===== src/rtl/instr_seq_pkg.sv =====
// Shared CPU package: opcodes, sequencer state encoding, status-bit indices
// and the ALU-opcode classifier. Used by the sequencer and by the ALU.
package instr_seq_pkg;

  localparam int unsigned ADDR_W = 20;
  localparam int unsigned OP_W   = 5;
  localparam int unsigned REG_W  = 4;

  localparam logic [OP_W-1:0] OP_TRAP    = 5'h00;
  localparam logic [OP_W-1:0] OP_NOP     = 5'h01;
  localparam logic [OP_W-1:0] OP_JMP     = 5'h02;
  localparam logic [OP_W-1:0] OP_JMPZ    = 5'h03;
  localparam logic [OP_W-1:0] OP_JMPS    = 5'h04;
  localparam logic [OP_W-1:0] OP_JMPZS   = 5'h05;
  localparam logic [OP_W-1:0] OP_LDSR    = 5'h06;
  localparam logic [OP_W-1:0] OP_XORSR   = 5'h07;
  localparam logic [OP_W-1:0] OP_ALU_MIN = 5'h08;

  // Bit positions inside the 3-bit status register {carry, sign, zero}.
  localparam int ST_ZERO  = 0;
  localparam int ST_SIGN  = 1;
  localparam int ST_CARRY = 2;

  typedef enum logic [2:0] {
    S_FETCH      = 3'd0,
    S_DECODE     = 3'd1,
    S_FETCH_ADDR = 3'd2,
    S_EXEC       = 3'd3,
    S_TRAP       = 3'd4
  } seq_state_t;

  // Opcodes 08-1F are ALU ops, except those below the configured base,
  // which behave as NOP.
  function automatic logic is_alu_op(input logic [OP_W-1:0] op,
                                     input logic [OP_W-1:0] base);
    return (op >= OP_ALU_MIN) && (op >= base);
  endfunction

endpackage


===== src/rtl/branch_eval.sv =====
// Branch condition evaluator (combinational).
// Ports: opcode  - decoded opcode
//        status  - registered status {carry, sign, zero}
//        take    - 1 when the opcode is a jump whose condition holds
module branch_eval
  import instr_seq_pkg::*;
(
  input  logic [OP_W-1:0] opcode,
  input  logic [2:0]      status,
  output logic            take
);

  always_comb begin
    take = 1'b0;
    unique case (opcode)
      OP_JMP:   take = 1'b1;
      OP_JMPZ:  take = status[ST_ZERO];
      OP_JMPS:  take = status[ST_SIGN];
      OP_JMPZS: take = status[ST_ZERO] & status[ST_SIGN];
      default:  take = 1'b0;
    endcase
  end

endmodule


===== src/rtl/instr_seq.sv =====
// Instruction sequencer: fetches 20-bit instruction words, executes
// control/status opcodes locally, evaluates jumps and issues ALU operations.
// Ports: clk, rst_n (async active-low)
//        mem_req/mem_addr/mem_ack/mem_rdata - instruction memory read port
//        alu_start/alu_op/alu_mode/alu_ra/alu_rb - ALU issue
//        alu_done/flag_zero/flag_sign/flag_carry - ALU completion and flags
//        status {carry,sign,zero}, prog_point, trap, busy - observable state
//
// state        | meaning
// -------------+-----------------------------------------------------------
// S_FETCH      | read instruction at prog_point, wait for mem_ack
// S_DECODE     | one cycle: run NOP/LDSR/XORSR, dispatch jump/ALU/trap
// S_FETCH_ADDR | read jump target word at prog_point, resolve the branch
// S_EXEC       | ALU op in flight, wait for alu_done
// S_TRAP       | halted until reset
module instr_seq
  import instr_seq_pkg::*;
#(
  parameter logic [ADDR_W-1:0] RESET_VECTOR = 20'h00000,
  parameter logic [OP_W-1:0]   ALU_OP_BASE  = 5'h08
) (
  input  logic              clk,
  input  logic              rst_n,
  output logic              mem_req,
  output logic [ADDR_W-1:0] mem_addr,
  input  logic              mem_ack,
  input  logic [ADDR_W-1:0] mem_rdata,
  output logic              alu_start,
  output logic [OP_W-1:0]   alu_op,
  output logic              alu_mode,
  output logic [REG_W-1:0]  alu_ra,
  output logic [REG_W-1:0]  alu_rb,
  input  logic              alu_done,
  input  logic              flag_zero,
  input  logic              flag_sign,
  input  logic              flag_carry,
  output logic [2:0]        status,
  output logic [ADDR_W-1:0] prog_point,
  output logic              trap,
  output logic              busy
);

  seq_state_t        r_state, w_next_state;
  logic [ADDR_W-1:0] r_prog_point, w_pp_next;
  logic [2:0]        r_status, w_status_next;
  logic [OP_W-1:0]   r_opcode;
  logic [2:0]        r_imm3;
  logic [OP_W-1:0]   r_alu_op;
  logic              r_alu_mode;
  logic [REG_W-1:0]  r_alu_ra, r_alu_rb;

  logic              w_instr_load;
  logic              w_alu_load;
  logic              w_alu_start;
  logic              w_take;
  logic [ADDR_W-1:0] w_pp_inc;

  assign w_pp_inc = r_prog_point + 20'd1;  // wraps FFFFF -> 00000

  branch_eval u_branch_eval (
    .opcode (r_opcode),
    .status (r_status),
    .take   (w_take)
  );

  always_ff @(posedge clk or negedge rst_n) begin
    if (!rst_n) begin
      r_state      <= S_FETCH;
      r_prog_point <= RESET_VECTOR;
      r_status     <= 3'b000;
      r_opcode     <= OP_TRAP;
      r_imm3       <= 3'b000;
      r_alu_op     <= '0;
      r_alu_mode   <= 1'b0;
      r_alu_ra     <= '0;
      r_alu_rb     <= '0;
    end else begin
      r_state      <= w_next_state;
      r_prog_point <= w_pp_next;
      r_status     <= w_status_next;
      if (w_instr_load) begin
        r_opcode <= mem_rdata[19:15];
        r_imm3   <= mem_rdata[2:0];
      end
      // ALU fields are captured at fetch so they are already stable when
      // alu_start pulses in DECODE, and held through EXEC.
      if (w_alu_load) begin
        r_alu_op   <= mem_rdata[19:15];
        r_alu_mode <= mem_rdata[14];
        r_alu_ra   <= mem_rdata[13:10];
        r_alu_rb   <= mem_rdata[9:6];
      end
    end
  end

  always_comb begin
    w_next_state  = r_state;
    w_pp_next     = r_prog_point;
    w_status_next = r_status;
    w_instr_load  = 1'b0;
    w_alu_load    = 1'b0;
    w_alu_start   = 1'b0;
    unique case (r_state)
      S_FETCH: begin
        if (mem_ack) begin
          w_instr_load = 1'b1;
          w_alu_load   = is_alu_op(mem_rdata[19:15], ALU_OP_BASE);
          w_pp_next    = w_pp_inc;
          w_next_state = S_DECODE;
        end
      end
      S_DECODE: begin
        if (is_alu_op(r_opcode, ALU_OP_BASE)) begin
          w_alu_start  = 1'b1;
          w_next_state = S_EXEC;
        end else begin
          unique case (r_opcode)
            OP_TRAP:  w_next_state = S_TRAP;
            OP_JMP, OP_JMPZ, OP_JMPS, OP_JMPZS:
                      w_next_state = S_FETCH_ADDR;
            OP_LDSR: begin
              w_status_next = r_imm3;
              w_next_state  = S_FETCH;
            end
            OP_XORSR: begin
              w_status_next = r_status ^ r_imm3;
              w_next_state  = S_FETCH;
            end
            // NOP, and ALU-range opcodes below ALU_OP_BASE
            default:  w_next_state = S_FETCH;
          endcase
        end
      end
      S_FETCH_ADDR: begin
        if (mem_ack) begin
          w_pp_next    = w_take ? mem_rdata : w_pp_inc;
          w_next_state = S_FETCH;
        end
      end
      S_EXEC: begin
        if (alu_done) begin
          w_status_next[ST_CARRY] = flag_carry;
          w_status_next[ST_SIGN]  = flag_sign;
          w_status_next[ST_ZERO]  = flag_zero;
          w_next_state            = S_FETCH;
        end
      end
      S_TRAP:  w_next_state = S_TRAP;
      default: w_next_state = S_FETCH;
    endcase
  end

  // The reset state is FETCH, so the read request is masked by rst_n to
  // keep the memory port quiet while reset is held.
  assign mem_req    = rst_n && ((r_state == S_FETCH) || (r_state == S_FETCH_ADDR));
  assign mem_addr   = r_prog_point;
  assign alu_start  = w_alu_start;
  assign alu_op     = r_alu_op;
  assign alu_mode   = r_alu_mode;
  assign alu_ra     = r_alu_ra;
  assign alu_rb     = r_alu_rb;
  assign status     = r_status;
  assign prog_point = r_prog_point;
  assign trap       = (r_state == S_TRAP);
  assign busy       = rst_n && (r_state != S_TRAP);

endmodule

===== config.mk =====
export PLATFORM = sky130hd
export DESIGN_NAME = instr_seq
export DESIGN_NICKNAME = d
export VERILOG_FILES = /design/src/rtl/instr_seq_pkg.sv /design/src/rtl/branch_eval.sv /design/src/rtl/instr_seq.sv
export SDC_FILE = /design/constraint.sdc
export NUM_CORES = 1
export LEC_CHECK = 0
export BUFFER_PORTS_ARGS = -buffer_cell sky130_fd_sc_hd__buf_4
export CORE_AREA = 2 2 81 83
export CTS_BUF_LIST = sky130_fd_sc_hd__clkbuf_4
export CTS_CLUSTER_SIZE = 28
export DETAILED_ROUTE_END_ITERATION = 10
export DIE_AREA = 0 0 83 85
export PLACE_DENSITY = 0.73
export SETUP_SLACK_MARGIN = 0.02
export SYNTH_ARGS = -nofsm -noshare
export SYNTH_HDL_FRONTEND = slang
export SYNTH_HIERARCHICAL = 1
export SYNTH_SLANG_ARGS = --single-unit

===== constraint.sdc =====
create_clock -name clk -period 1.8 [get_ports clk]
set_input_delay 0.09 -clock clk [delete_from_list [all_inputs] [get_ports clk]]
set_output_delay 0.09 -clock clk [all_outputs]
set_load 0.02 [all_outputs]

==> impl_metrics.ini <==
[routing]
vias_per_cell = 5.64
vias = 2749
drtPass1Iterations = 4
drc = 0
wirelength_um = 8320
antenna_violating_nets_post_route = 0
routedWlPerCell_um = 17.1
drtIter0Drc = 200

[hold_path]
hold_path_depth = 3
hold_class = primary input to flop

[timing]
skew_ns = 0.00959
slew_headroom_pct = 61.7
setup_viol = 19
tightestPinTransition_ns = 0.575
fin_ws_ns = -0.180
setup_tns_ns = -2.40
drv_slew = 0
rsz0062_at_grt = true
fin_crit_sh_pct = 110
fin_crit_ns = 1.98
hold_ws_ns = 0.0128
hold_viol_final = 0
fmax_mhz = 505

[logic_synthesis]
yosysWarningCount = 6
avgSynthCellArea_um2 = 9.63
async_reset_ff_share_pct = 100
synth_area_um2 = 2700
synth_fp_nets = 308
yosys_most_used_dff = dfrtp_1
synth_edf_count = 0
ys_seq_area_share_pct = 44.5
ys_ff_latch = 48
synthDistinctLibCells = 55
syn_inst = 280

[cts]
cts_sinks = 48
htreeDepth = 2
clock_path_buffers = 2
cts_tree = done
cts.clk_slew.worst_paths_ns = 0.15
cts_made_buffers = 5
clk-insertion-delay-late_ns = 0.37
root_buffer = clkbuf_4

[critical_path]
crit_type = flop to flop
crit_end = mem_addr[15]$_DFFE_PN0P_
worstReg2RegStart = r_opcode[1]$_DFFE_PN0P_
cp-startpoint = r_opcode[1]$_DFFE_PN0P_
cp.arrival_ns = 2.24
cp_cell_sequence = nand3b_1, a2111oi_4, nand2_2, nor3_4, buf_6, nand2_8, o21ai_4, o22ai_2
critPathMaxFanout = 6
path_depth = 8
cp_slowest_cell = dfrtp_1
crit_buf_inv = 1
worstRegToRegCells = 8
critical-path-top-delay-family = simple AND/OR/NAND/NOR gates
ff2ff_setup_slack_ns = -0.18
r2r-end = mem_addr[15]$_DFFE_PN0P_
crit_path_max_incr_delay_ns = 0.43
required_ns = 2.06
endpoint_kind = flop
start_kind = flop

[die]
core_area_um2 = 6200
rows = 29
die_h_um = 85
dieWidth_um = 83
ios = 88
die_area_um2 = 7060
initial_utilization_pct = 43.5

[power]
ir_worst_vdd_mv = 1.04
p_leak_nw = 1.84
pwr_density_cell_nw_per_um2 = 1690
p_total_mw = 7.04

[placement]
place.gp.congestion = 0.864
io_buffer_count = 87
dp_hpwl_um = 5540
place_inst = 444
place_area_um2 = 3520

[global_route]
antenna_found_initial = 0
grt-ovfl-total = 0
grt_pass1_wl_um = 13600
grt_max_degree = 45
grtUsageTotal_pct = 23.7
grt_pass1_vias = 2708

[flow_run]
drv_cap = 0

[layout]
multi_input_area_um2 = 1490
fillers = 497
fin_cells = 487
seq_area_um2 = 1210
final_area_um2 = 4150
nNetsFinal = 437
syn_to_final_growth_pct = 54.0
drive_gt1_share_pct = 49.0
n_antenna_cell = 0

[outcome]
violations = negative setup slack
status = finished, violations left
[what timing repair did]
item,4_1_cts,5_1_grt
endpoints found under the setup margin,20,37
gates cloned,3,0
hold buffers,22,0
endpoints found under the hold margin,80,0
resized for setup,30,21
pin swaps,14,5
buffers inserted,5,5
[metrics by stage]
| stage | worst slack [ns] | utilization, % |
|---|---|---|
| after global placement | -0.0118 | 56.7 |
| after global routing | -0.285 | 66.9 |
| after CTS | -0.0965 | 65.1 |
| after detailed placement | -0.134 | 56.7 |
| after floorplan | -0.0570 | - |
| final | -0.180 | 66.9 |
[synth_stat cells (2+ instances only)]
| cell type | number | area, um^2 |
|---|---|---|
| dfrtp_1 | 48 | 1200 |
| nand2_1 | 27 | 101 |
| a21oi_1 | 22 | 110 |
| buf_4 | 21 | 158 |
| nor2_1 | 21 | 78.8 |
| mux2_2 | 18 | 203 |
| nand3_1 | 14 | 70.1 |
| o21ai_0 | 13 | 65.1 |
| nor3_1 | 6 | 30.0 |
| a311oi_1 | 5 | 43.8 |
| buf_2 | 5 | 25.0 |
| clkbuf_1 | 5 | 18.8 |
| or3_1 | 5 | 31.3 |
| a32oi_1 | 4 | 35.0 |
| and2_1 | 4 | 25.0 |
| and3_1 | 4 | 25.0 |
| a211oi_1 | 3 | 22.5 |
| nand2b_1 | 3 | 18.8 |
| nand4b_1 | 3 | 26.3 |
| nor2b_1 | 3 | 18.8 |
| nor4_1 | 3 | 18.8 |
| o22ai_1 | 3 | 18.8 |
| xnor2_1 | 3 | 26.3 |
| a22o_1 | 2 | 17.5 |
| nor2_2 | 2 | 12.5 |
| nor3b_1 | 2 | 15.0 |
| o2bb2ai_1 | 2 | 17.5 |
| or3b_2 | 2 | 17.5 |
[metal layers]
metal,GRT usage [%],wire length (um),vias to the layer above
met5,0,0,-
met4,6.86,134,0
met3,3.99,520,14
met2,39.7,4140,107
met1,31.9,3530,1358
li1,-,-,1270
[where the power goes]
group / internal (mW) / switching [mW] / total [mW]
combinational: 2.12 / 2.28 / 4.41
clock: 0.188 / 0.355 / 0.543
sequential: 1.58 / 0.510 / 2.09
total: 3.89 / 3.14 / 7.04
[flip-flops by register name, indices dropped and copies added, names as in the netlist]
name,count
mem_addr,20
r_state,3
alu_op,5
r_imm3,3
r_opcode,5
alu_rb,4
alu_ra,4
alu_mode,1
status,3
[cells in the final DEF, fill, tap and decap left out, types with 2 or more instances in the layout]
master	instances
and2_1	4
buf_6	3
nor2_1	16
a21oi_2	3
nor2b_1	2
nor3_1	3
dfrtp_2	5
nand3_1	13
mux2_2	18
a21oi_1	19
or3b_2	2
dfrtp_1	43
a32oi_1	4
nor3_4	4
nand4b_1	3
or3_1	5
o22ai_2	2
nand2b_1	2
clkbuf_4	7
xnor2_1	3
o21ai_0	8
and3_1	4
nand2_2	2
o2bb2ai_2	2
buf_4	126
a311oi_2	2
buf_12	2
o21ai_1	4
nor2_4	6
dlygate4sd3_1	22
a311oi_1	4
nor4_1	3
nand2_1	25
a211oi_1	3
a22o_1	2
[cells by family (layout without fill, tap and decap cells)]
logic type,Yosys count,in the layout,synth area share (%)
flops,48,48,44.5
compound gates,65,65,16.1
mux,18,18,7.51
xor+xnor,4,4,1.30
buf+inv,34,164,8.16
fa+ha+maj,1,1,0.464
simple gates,110,110,21.9
[how the worst min path moves through the flow]
stage,slack [ns],startpoint,to
4_1_cts,0.007,mem_rdata[5],mem_addr[5]$_DFFE_PN0P_
6_report,0.01,alu_done,status[2]$_DFFE_PN0P_
5_1_grt,0.006,alu_done,status[1]$_DFFE_PN0P_
3_3_place_gp,-0.10,rst_n,r_imm3[2]$_DFFE_PN0P_
3_5_place_dp,-0.1,rst_n,r_imm3[2]$_DFFE_PN0P_
2_1_floorplan,-0.21,rst_n,alu_mode$_DFFE_PN0P_
[tightest hold or removal path: stages]
cell and delay, ns:
buf_4 0.10, a32oi_1 0.09, nand3_1 0.08
[cell type report]
| class | count | share of cell area, % |
|---|---|---|
| repair buffers | 155 | 31.3 |
| clock inverters | 1 | 0.211 |
| clock buffers | 7 | 1.27 |
| multi-input cells | 198 | 35.8 |
| inverters | 1 | 0.0904 |
| well taps | 77 | 2.32 |
| flip-flops and latches | 48 | 29.1 |
Note: power is estimated with default switching activity, not from simulation.
